File: src/rtl/muon_pkg.sv
// Shared types and constants for the muon-lifetime acquisition path.
//   state_t       : measurement FSM states (IDLE, COUNT, PENDING, HOLDOFF)
//   CNT_WIDTH_DEF : default width of the elapsed-cycle counter
//   CLK_NS        : system clock period in ns (100 MHz)
package muon_pkg;

  localparam int CNT_WIDTH_DEF = 16;
  localparam int CLK_NS        = 10;

  typedef enum logic [1:0] {
    IDLE    = 2'd0,
    COUNT   = 2'd1,
    PENDING = 2'd2,
    HOLDOFF = 2'd3
  } state_t;

endpackage

File: src/rtl/holdoff_counter.sv
// Load/countdown timer with a done pulse, used as post-event dead time.
// After i_load on edge E, o_done is high during the cycle that ends with
// edge E+CYCLES, so the owner can leave its wait state on exactly that edge.
// Ports:
//   i_clk   : clock
//   i_reset : synchronous active-high reset
//   i_load  : (re)start the countdown from CYCLES
//   o_done  : one-cycle pulse on the last counted edge
module holdoff_counter #(
  parameter int CYCLES = 100
) (
  input  logic i_clk,
  input  logic i_reset,
  input  logic i_load,
  output logic o_done
);

  localparam int W = (CYCLES < 2) ? 1 : $clog2(CYCLES + 1);

  logic [W-1:0] r_rem;
  logic         r_active;

  always_ff @(posedge i_clk) begin
    if (i_reset) begin
      r_rem    <= '0;
      r_active <= 1'b0;
    end else if (i_load) begin
      r_rem    <= W'(CYCLES);
      r_active <= (CYCLES != 0);
    end else if (r_active) begin
      r_rem <= r_rem - W'(1);
      if (r_rem == W'(1)) r_active <= 1'b0;
    end
  end

  assign o_done = r_active && (r_rem == W'(1));

endmodule

File: src/rtl/decay_window_timer.sv
// Muon decay window timer. A start pulse opens a measurement window; the
// first stop at least MIN_CYCLES after the start latches the elapsed cycle
// count, which is offered downstream with valid/ready. With no stop by
// WINDOW_CYCLES a one-cycle timeout is raised. Every event is followed by
// HOLDOFF_CYCLES of dead time; starts that arrive while busy are counted.
// Ports:
//   clk, reset   : clock, synchronous active-high reset
//   enable       : allows new starts to be accepted
//   start, stop  : detector pulses, sampled each edge
//   meas_valid/meas_ready/meas_cycles : result handshake and payload
//   timeout      : one-cycle pulse on window expiry without a stop
//   busy         : FSM is not IDLE
//   dropped      : saturating count of starts lost while busy
module decay_window_timer
  import muon_pkg::*;
#(
  parameter int CNT_WIDTH      = CNT_WIDTH_DEF,
  parameter int WINDOW_CYCLES  = 2000,
  parameter int MIN_CYCLES     = 3,
  parameter int HOLDOFF_CYCLES = 100,
  parameter int DROP_WIDTH     = 8
) (
  input  logic                  clk,
  input  logic                  reset,
  input  logic                  enable,
  input  logic                  start,
  input  logic                  stop,
  output logic                  meas_valid,
  input  logic                  meas_ready,
  output logic [CNT_WIDTH-1:0]  meas_cycles,
  output logic                  timeout,
  output logic                  busy,
  output logic [DROP_WIDTH-1:0] dropped
);

  if (MIN_CYCLES < 1 || MIN_CYCLES >= WINDOW_CYCLES ||
      longint'(WINDOW_CYCLES) > ((longint'(1) << CNT_WIDTH) - 1) ||
      HOLDOFF_CYCLES < 0 || DROP_WIDTH < 1) begin : g_param_err
    $error("decay_window_timer: need 1 <= MIN_CYCLES < WINDOW_CYCLES <= 2^CNT_WIDTH-1");
  end

  localparam logic [CNT_WIDTH-1:0] MIN_C = CNT_WIDTH'(MIN_CYCLES);
  localparam logic [CNT_WIDTH-1:0] WIN_C = CNT_WIDTH'(WINDOW_CYCLES);
  // Where an event ends: dead time, or straight back to IDLE when there is none.
  localparam state_t POST_EVENT = (HOLDOFF_CYCLES != 0) ? HOLDOFF : IDLE;

  state_t                r_state;
  state_t                w_state_nxt;
  logic [CNT_WIDTH-1:0]  r_cnt;
  logic [CNT_WIDTH-1:0]  w_cnt_nxt;
  logic                  r_meas_valid;
  logic [CNT_WIDTH-1:0]  r_meas_cycles;
  logic                  r_timeout;
  logic                  r_busy;
  logic [DROP_WIDTH-1:0] r_dropped;

  logic w_capture;
  logic w_release;
  logic w_expire;
  logic w_ho_load;
  logic w_ho_done;
  logic w_drop;

  holdoff_counter #(
    .CYCLES (HOLDOFF_CYCLES)
  ) u_holdoff (
    .i_clk   (clk),
    .i_reset (reset),
    .i_load  (w_ho_load),
    .o_done  (w_ho_done)
  );

  always_comb begin
    w_state_nxt = r_state;
    w_cnt_nxt   = r_cnt;
    w_capture   = 1'b0;
    w_release   = 1'b0;
    w_expire    = 1'b0;
    w_ho_load   = 1'b0;
    unique case (r_state)
      IDLE: begin
        if (enable && start) begin
          w_state_nxt = COUNT;
          w_cnt_nxt   = CNT_WIDTH'(1);
        end
      end
      COUNT: begin
        w_cnt_nxt = r_cnt + CNT_WIDTH'(1);
        // A valid stop beats window expiry on the same edge.
        if (stop && (r_cnt >= MIN_C)) begin
          w_capture   = 1'b1;
          w_state_nxt = PENDING;
        end else if (r_cnt == WIN_C) begin
          w_expire    = 1'b1;
          w_ho_load   = (HOLDOFF_CYCLES != 0);
          w_state_nxt = POST_EVENT;
        end
      end
      PENDING: begin
        // meas_valid is always high in PENDING, so ready alone completes it.
        if (meas_ready) begin
          w_release   = 1'b1;
          w_ho_load   = (HOLDOFF_CYCLES != 0);
          w_state_nxt = POST_EVENT;
        end
      end
      HOLDOFF: begin
        if (w_ho_done) w_state_nxt = IDLE;
      end
      default: w_state_nxt = IDLE;
    endcase
  end

  // The accepting start edge sees IDLE, so it is never counted as dropped.
  assign w_drop = enable && start && (r_state != IDLE);

  always_ff @(posedge clk) begin
    if (reset) begin
      r_state <= IDLE;
      r_busy  <= 1'b0;
    end else begin
      r_state <= w_state_nxt;
      r_busy  <= (w_state_nxt != IDLE);
    end
  end

  always_ff @(posedge clk) begin
    if (reset) begin
      r_cnt         <= '0;
      r_meas_valid  <= 1'b0;
      r_meas_cycles <= '0;
      r_timeout     <= 1'b0;
      r_dropped     <= '0;
    end else begin
      r_cnt     <= w_cnt_nxt;
      r_timeout <= w_expire;
      if (w_capture) begin
        r_meas_valid  <= 1'b1;
        r_meas_cycles <= r_cnt;
      end else if (w_release) begin
        r_meas_valid <= 1'b0;
      end
      if (w_drop && (r_dropped != '1)) r_dropped <= r_dropped + DROP_WIDTH'(1);
    end
  end

  assign meas_valid  = r_meas_valid;
  assign meas_cycles = r_meas_cycles;
  assign timeout     = r_timeout;
  assign busy        = r_busy;
  assign dropped     = r_dropped;

endmodule

File: config.mk
export PLATFORM = sky130hd
export DESIGN_NAME = decay_window_timer
export DESIGN_NICKNAME = d
export VERILOG_FILES = /design/src/rtl/muon_pkg.sv /design/src/rtl/holdoff_counter.sv /design/src/rtl/decay_window_timer.sv
export SDC_FILE = /design/constraint.sdc
export NUM_CORES = 1
export LEC_CHECK = 0
export ABC_AREA = 0
export CAP_MARGIN = 30
export CORE_ASPECT_RATIO = 1.25
export CORE_UTILIZATION = 35
export CTS_BUF_LIST = sky130_fd_sc_hd__clkbuf_16
export DETAILED_ROUTE_END_ITERATION = 12
export REMOVE_ABC_BUFFERS = 1
export SLEW_MARGIN = 20
export SYNTH_ARGS = -nofsm -noshare
export SYNTH_HDL_FRONTEND = slang
export SYNTH_SLANG_ARGS = --single-unit
File: constraint.sdc
create_clock -name clk -period 2.8 [get_ports clk]
set_input_delay 0.7 -clock clk [delete_from_list [all_inputs] [get_ports clk]]
set_output_delay 0.7 -clock clk [all_outputs]
set_load 0.02 [all_outputs]
==> impl_metrics.csv, run 1 <==
group,metric,value,unit
timing,tightest_slew,563,ps
yosys,synth-main-ff-cell,"dfxtp_1",
detailed_routing,wire_per_inst,13.4,µm
timing,finalSetupViolCount,0,
setup_path,critPathTopFamily,"simple AND/OR/NAND/NOR gates",
yosys,syn_avg_cell_area,9.02,µm²
detailed_routing,viasPerCell,4.99,
final_layout,utilization,44.6,%
global_route,grt_pass1_vias,1918,
yosys,ys_types,48,
clock_tree,ctsHtreeMaxLevel,2,
detailed_routing,dr.pass1.iters,4,
final_layout,antennaDiodeCount,0,
final_layout,final_nets,328,
clock_tree,clock_latency,290,ps
clock_tree,path_clk_slew,70,ps
setup_path,cp.required,2980,ps
setup_path,path_cells,"ha_1, or4_4, o41ai_4, or2_1, buf_4, mux2i_1, nor2_1",
final_layout,area_growth_syn_to_layout,24.2,%
setup_path,start_kind,"register",
timing,skew,3.29,ps
global_route,grt_pass1_wl,9.14,mm
clock_tree,ctsHoldBuffers,0,
timing,slew_violations,0,
setup_path,path_class,"reg2reg",
power,power_density,527,nW/µm²
yosys,ys_warn_count,0,
global_route,grt_max_degree,25,
floorplanning,dieWidth,77.4,µm
floorplanning,die_area,7450,µm²
clock_tree,clock_sinks,53,
hold_path,hold_class,"reg2reg",
timing,rsz0062_at_grt,"no",
power,irDropWorstVdd,329,µV
global_route,antenna_found_initial,0,
yosys,synth_edf_count,0,
clock_tree,cts_tree,"yes",
timing,finalHoldViolCount,0,
setup_path,cp.arrival,2620,ps
yosys,ys_seq_elements,53,
placed_design,hpwlAfterDp,3.94,mm
timing,fin_crit,2450,ps
timing,holdWs,482,ps
detailed_routing,vias,2009,
clock_tree,clockBufferDepth,2,
global_route,met2_usage,28.5,%
clock_tree,cts_inserted_buffers,5,
floorplanning,std_cell_rows,34,
yosys,synth_sequential_area_ratio,42.6,%
yosys,synth_area,2490,µm²
setup_path,cpPeakStageDelay,520,ps
floorplanning,io_pins,33,
detailed_routing,wirelength,5.40,mm
placed_design,numPortBuffers,32,
setup_path,end_kind,"register",
setup_path,critPathSlowestCell,"o41ai_4",
placed_design,gp_congestion,0.811,
global_route,track_usage,15.7,%
floorplanning,initial_core_util,35.9,%
placed_design,placed_area,2920,µm²
power,p_leak,1.13,nW
timing,max_freq,0.408,GHz
global_route,grt_most_used_layer,"met2",
clock_tree,post_cts_buffers,0,
floorplanning,core,6930,µm²
final_layout,layout_common_cells,"dfxtp_1 (53), nor2_1 (42), clkdlybuf4s50_1 (32)",
setup_path,worstPathMaxFanout,11,
run_status,status,"finished, final reports clean",
flow_run,drv_cap,0,
floorplanning,fp.dieH,96.3,µm
clock_tree,root_buffer,"clkbuf_16",
detailed_routing,drc,0,
timing,timing.final.crit_share,87.5,%
timing,slew_headroom,61.5,%
global_route,grt_use_met3,2.56,%
final_layout,drive_gt1_share,8.31,%
setup_path,path_buf_inv,1,
yosys,async_flop_share,0,%
detailed_routing,final_antenna_net_count,0,
timing,timing.setup.tns,0,ps
global_route,overflow,0,
clock_tree,ctsResizeCount,0,
detailed_routing,drt_iter0_drc,71,
yosys,syn_inst,276,
power,finalPower,1.63,mW
global_route,use_met1,18.5,%
final_layout,final_cell_area,3090,µm²
final_layout,layout_commonest_cell,"dfxtp_1",
[sequential cells by signal, summed over array words and instances (netlist names)]
| name | count |
|---|---|
| u_holdoff.r_active | 1 |
| u_holdoff.r_rem | 7 |
| meas_cycles | 16 |
| meas_valid | 1 |
| r_cnt | 16 |
| busy | 1 |
| r_state | 2 |
| timeout | 1 |
| dropped | 8 |
[cell families (layout without fill, tap and decap cells)]
group                      count (synthesis)  after routing  synth area share (%)
DFF                                       53             53                  42.6
buffers and inverters                     27             64                  5.08
adders and majority gates                  9              9                  4.52
muxes                                     12             12                  4.83
AOI/OAI and AO/OA                         37             37                  11.4
xor gates and xnor gates                  23             23                  8.09
and+or+nand+nor                          115            115                  23.4
[through the flow]
step,worst slack (ps),cells
2_1_floorplan,255,263
3_3_place_gp,117,395
3_5_place_dp,80.9,395
4_1_cts,369,402
5_1_grt,173,403
6_report,351,403
[worst register-to-register path, cell delays in order (launching register included)]
cell	delay (ps)
dfxtp_1	350
ha_1	270
or4_4	460
o41ai_4	520
or2_1	250
buf_4	230
mux2i_1	200
nor2_1	50
[layer usage]
| layer | up-vias | wire, µm |
|---|---|---|
| met1 | 954 | 2480 |
| met4 | 0 | 89 |
| li1 | 1024 | - |
| met3 | 5 | 123 |
| met5 | - | 0 |
| met2 | 26 | 2700 |
[synthesized netlist by cell type, types with 2 or more instances]
cell	count	area, µm²
nor3_1	15	75.1
and3_1	3	18.8
nand3_1	7	35.0
xnor2_1	18	158
nor4_1	5	31.3
inv_1	14	52.6
dfxtp_1	53	1060
nand4_1	4	25.0
nor4b_1	2	17.5
a211oi_1	2	15.0
a21oi_1	13	65.1
xor2_1	5	43.8
nor2_1	42	158
or4_4	3	33.8
ha_1	9	113
clkbuf_1	8	30.0
mux2i_1	12	120
o21ai_0	7	35.0
nor3b_1	2	15.0
a2111oi_0	2	17.5
or2_1	2	12.5
nand2_1	17	63.8
or3_1	5	31.3
buf_1	2	7.51
[final timing paths]
| path | from | end | slack (ps) | cells past startpoint |
|---|---|---|---|---|
| max reg2reg | r_cnt[0]$_SDFFE_PP0P_ | meas_cycles[8]$_SDFFE_PP0P_ | 350 | 7 |
| min | meas_valid$_SDFFE_PP0P_ | meas_valid$_SDFFE_PP0P_ | 480 | 2 |
| min reg2reg | meas_valid$_SDFFE_PP0P_ | meas_valid$_SDFFE_PP0P_ | 480 | 2 |
| max | r_cnt[0]$_SDFFE_PP0P_ | meas_cycles[8]$_SDFFE_PP0P_ | 350 | 7 |
[layout make-up]
cell class	count	area, µm²
inverter	14	52.6
clock inverter	2	35.0
multi-input combinational	196	1300
timing repair buffer	43	403
sequential	53	1060
clock buffer	5	125
fill	693	3840
tap	90	113
[power by group]
part           switching (mW)  internal (mW)  leakage [nW]
Sequential             0.0133          0.766         0.427
Combinational          0.0976         0.0667         0.625
Clock                   0.269          0.415        0.0797
Power figures use the tool's default switching activity.
==> run 2, diff against run 1 <==
- CTS_BUF_LIST: sky130_fd_sc_hd__clkbuf_16 -> sky130_fd_sc_hd__clkbuf_2
==> impl_metrics.csv, run 2 (synthesized netlist as in run 1, its figures left out) <==
group,metric,value,unit
run_status,status,"finished, final reports clean",
setup_path,ff2ff_path_depth,7,
power,pwr-share-seq,58.9,%
final_layout,antennaDiodeCount,0,
timing,skew,13.2,ps
timing,timing.setup.tns,0,ps
global_route,grt_pass1_vias,1929,
global_route,grt_max_degree,25,
detailed_routing,dr.pass1.iters,4,
hold_path,hold_class,"reg2reg",
clock_tree,ctsHtreeMaxLevel,2,
floorplanning,dieWidth,77.4,µm
timing,rsz0062_at_grt,"no",
clock_tree,clockBufferDepth,2,
detailed_routing,drt_iter0_drc,59,
global_route,overflow,0,
power,p_leak,1.09,nW
clock_tree,clock_sinks,53,
hold_path,min_path_cells,2,
power,p_int,0.981,mW
setup_path,path_class,"reg2reg",
floorplanning,initial_core_util,35.9,%
detailed_routing,wirelength,5.33,mm
power,clockPowerShare,28.7,%
clock_tree,path_clk_slew,260,ps
detailed_routing,drc,0,
timing,tightest_slew,536,ps
final_layout,utilization,43.1,%
timing,slew_violations,0,
clock_tree,ctsResizeCount,0,
floorplanning,core,6930,µm²
setup_path,r2r-start,"r_cnt[1]$_SDFFE_PP0P_",
global_route,antenna_found_initial,0,
floorplanning,io_pins,33,
floorplanning,std_cell_rows,34,
detailed_routing,vias,2006,
setup_path,cp.required,3160,ps
hold_path,holdPathEnd,"meas_valid$_SDFFE_PP0P_",
placed_design,gp_congestion,0.811,
clock_tree,cts_inserted_buffers,5,
final_layout,final_nets,328,
final_layout,layout_commonest_cell,"dfxtp_1",
final_layout,drive_gt1_share,8.31,%
placed_design,hpwlAfterDp,3.94,mm
final_layout,layout_common_cells,"dfxtp_1 (53), nor2_1 (42), clkdlybuf4s50_1 (32)",
clock_tree,root_buffer,"clkbuf_2",
global_route,grt_pass1_wl,9.10,mm
timing,fin_crit,2460,ps
hold_path,worstHoldStart,"meas_valid$_SDFFE_PP0P_",
global_route,track_usage,15.4,%
setup_path,worstPathMaxFanout,11,
power,irDropWorstVdd,226,µV
floorplanning,die_area,7450,µm²
timing,timing.final.crit_share,87.9,%
timing,max_freq,0.407,GHz
power,p_switching,0.348,mW
timing,finalSetupViolCount,0,
timing,slew_headroom,63.3,%
clock_tree,clock_latency,430,ps
clock_tree,ctsHoldBuffers,0,
power,combPwrFrac,12.4,%
placed_design,numPortBuffers,32,
final_layout,area_growth_syn_to_layout,20.2,%
clock_tree,post_cts_buffers,0,
timing,finalHoldViolCount,0,
setup_path,rr_endpoint,"meas_cycles[8]$_SDFFE_PP0P_",
detailed_routing,viasPerCell,4.98,
floorplanning,fp.dieH,96.3,µm
flow_run,drv_cap,0,
detailed_routing,final_antenna_net_count,0,
setup_path,start_kind,"register",
setup_path,end_kind,"register",
setup_path,cp.arrival,2820,ps
power,switching_share,26.2,%
clock_tree,cts_tree,"yes",
power,power_density,444,nW/µm²
setup_path,rrSetupSlack,340,ps
detailed_routing,wire_per_inst,13.2,µm
-- run 2: area by class of cell --
class / count / area, µm²
Tap cell: 90 / 113
Inverter: 14 / 52.6
Clock inverter: 2 / 35.0
Clock buffer: 5 / 25.0
Sequential cell: 53 / 1060
Timing Repair Buffer: 43 / 403
Multi-Input combinational cell: 196 / 1300
Fill cell: 715 / 3940
-- run 2: layer usage --
metal	GRT usage, %	part of all wire, %	vias up
met2	27.9	51	25
li1	-	-	1028
met5	0	0	-
met3	2.84	2.0	4
met1	18.1	46	949
met4	5.66	0.90	0
-- run 2: worst max-delay path, stage by stage (launching register included) --
cell	delay [ps]
dfxtp_1	410
ha_1	250
or4_4	460
o41ai_4	530
or2_1	250
buf_4	230
mux2i_1	200
nor2_1	50
-- run 2: per-stage QoR --
stage,instances,power (mW),worst slack [ps],hold WS [ps],instance area (µm²)
global placement,395,0.959,117,457,2920
floorplan,263,0.887,255,469,2410
detailed placement,395,0.959,80.9,474,2920
CTS,402,1.35,362,505,2980
global route,403,1.40,164,520,2990
finish,403,1.33,340,499,2990
-- run 2: worst max path at each step --
stage,start,endpoint,cells after the start
final,r_cnt[1]$_SDFFE_PP0P_,meas_cycles[8]$_SDFFE_PP0P_,7
after global routing,r_cnt[1]$_SDFFE_PP0P_,meas_cycles[8]$_SDFFE_PP0P_,7
after CTS,r_cnt[1]$_SDFFE_PP0P_,meas_cycles[8]$_SDFFE_PP0P_,7
after detailed placement,enable,r_cnt[13]$_SDFFE_PP0P_,6
after global placement,enable,r_cnt[14]$_SDFFE_PP0P_,7
after floorplan,r_cnt[0]$_SDFFE_PP0P_,busy$_SDFF_PP0_,6
-- run 2: power by group through the flow --
stage	clock [mW]	combinational, mW	sequential, mW
3_5_place_dp	0	0.162	0.796
4_1_cts	0.402	0.163	0.783
5_1_grt	0.430	0.184	0.785
6_report	0.381	0.164	0.783
3_3_place_gp	0	0.163	0.796
2_1_floorplan	0	0.0887	0.798
==> patch, RTL diff (config.mk and constraints of run 2) <==
Encoding of `state_t`: now one-hot (4 bits for 4 states).
--- a/src/rtl/muon_pkg.sv
+++ b/src/rtl/muon_pkg.sv
@@ -8,9 +8,9 @@
   localparam int CLK_NS        = 10;
 
-  typedef enum logic [1:0] {
-    IDLE    = 2'd0,
-    COUNT   = 2'd1,
-    PENDING = 2'd2,
-    HOLDOFF = 2'd3
+  typedef enum logic [3:0] {
+    IDLE    = 4'b0001,
+    COUNT   = 4'b0010,
+    PENDING = 4'b0100,
+    HOLDOFF = 4'b1000
   } state_t;
 
Formal check against the unedited RTL: same outputs for any inputs over 10 cycles, from zero or initial values and one cycle with reset high; not proved beyond that.
==> patch against run 2 <==
Sequential cell count is 2 higher; routed wire length is 17% higher; hold slack hardly changed; setup slack better by 0.17 ns; power is 9.7% lower; final area is 7.3% higher; synthesized area is 12% higher; critical path depth is 6 lower; largest power group unchanged; highest routed layer unchanged.
==> patch: results (changes against run 2) <==
- Status: completed (unchanged)
- Vias per cell: 5.40 (was 4.98)
- Initial DRC Count: 133 (was 59)
- Nets: 354 (was 328)
- Max IR drop VDD: 0.185 mV (was 0.226 mV)
- Global-route wire length before repair: 10.4 mm (was 9.10 mm)
- Clk root buf: clkbuf_2 (unchanged)
- Hold crit path type: reg2reg (unchanged)
- CTS Buf Count: 5 (unchanged)
- NetSw: 305 uW (was 348 uW)
- Crit path max-delay family: buffers and inverters (was simple AND/OR/NAND/NOR gates)
- Largest net degree at the start of global routing: 29 (was 25)
- DP HPWL: 4.34 mm (was 3.94 mm)
- Final Hold Vio Count: 0 (unchanged)
- Clock skew: 0.0142 ns (was 0.0132 ns)
- GP Congestion: 0.843 (was 0.811)
- CTS max path bufs: 2 (unchanged)
- Distinct cell type count after synthesis: 60 (was 48)
- Synth cell count leaders: 55 x dfxtp_1, 24 x o21ai_0, 19 x a21oi_1 (was 53 x dfxtp_1, 42 x nor2_1, 18 x xnor2_1)
- Rel. slew slack: 49.0% (was 63.3%)
- Synth top area cells: dfxtp_1 39%, o21ai_0 4.3%, a21oi_1 3.4%, nand2b_1 3.1%, nor2b_1 3.1% (was dfxtp_1 43%, nor2_1 6.3%, xnor2_1 6.3%, mux2i_1 4.8%, ha_1 4.5%)
- Critical path fanouts, max: 6 (was 11)
- Ys Warns: 0 (unchanged)
- Post-cts resize count: 0 (unchanged)
- Total GRT Usage: 15.9% (was 15.4%)
- Placed Area: 3170 um^2 (was 2920 um^2)
- Diode count: 0 (unchanged)
- Slowest-stage cell, CP: clkdlybuf4s50_1 (was o41ai_4)
- Finish-stage setup viols: 0 (unchanged)
- Initial antenna violation count: 0 (unchanged)
- Fraction of layout cells with a size suffix above 1: 11.9% (was 8.31%)
- Post-CTS Setup Repair Bufs: 0 (unchanged)
- Worst EP arrival: 1.59 ns (was 2.82 ns)
- Static leakage: 1.05 nW (was 1.09 nW)
- Crit path largest cell delay: 0.65 ns (was 0.53 ns)
- Register area share after synthesis: 39.4% (was 42.6%)
- Htree depth: 2 (unchanged)
- Vias in the first global route: 2175 (was 1929)
- Routed wire length: 6.22 mm (was 5.33 mm)
## patch: layer usage
layer,track usage [%],part of all wire (%)
met3,2.59,2.6
met4,4.72,1.1
met2,28.0,48
met1,19.6,48
met5,0,0
## patch: cells by family (layout without fill, tap and decap cells)
logic type,after synthesis,count (layout),share of synthesized area (%)
xor gates and xnor gates,9,9,2.82
AOI/OAI and AO/OA,90,90,21.5
buffers and inverters,31,57,5.60
muxes,2,2,0.762
DFF,55,55,39.4
adders and majority gates,5,5,2.24
and+or+nand+nor,126,126,27.7
## patch: layout make-up
type                       count  area (um^2)
fill                         804         4540
multi-input combinational    232         1540
sequential                    55         1100
timing repair buffer          41          383
tap                           95          119
clock buffer                   7         35.0
inverter                       8         30.0
clock inverter                 1         5.00
## patch: path summary, 6_finish.rpt
kind	from	endpoint	slack (ns)	cells past startpoint
setup / recovery	dropped[2]	dropped[2]	0.51	1
hold / removal	meas_valid	meas_valid	0.50	2
setup reg to reg	r_state[3]	r_cnt[8]	0.70	4
hold reg to reg	meas_valid	meas_valid	0.50	2
## patch: power by group through the flow
stage	clock network (mW)	logic [mW]	registers (mW)
floorplan	0	0.0379	0.815
global placement	0	0.0823	0.814
detailed placement	0	0.0824	0.814
CTS	0.327	0.0829	0.800
global route	0.364	0.0896	0.803
finish	0.317	0.0821	0.800
## patch: per-stage QoR
stage	std cells	total power [mW]	worst slack, ns	hold WS, ns
after global routing	439	1.26	0.374	0.515
after detailed placement	431	0.896	0.449	0.468
after floorplan	295	0.853	0.305	0.470
after global placement	431	0.896	0.478	0.464
after CTS	439	1.21	0.483	0.496
final	439	1.20	0.512	0.498
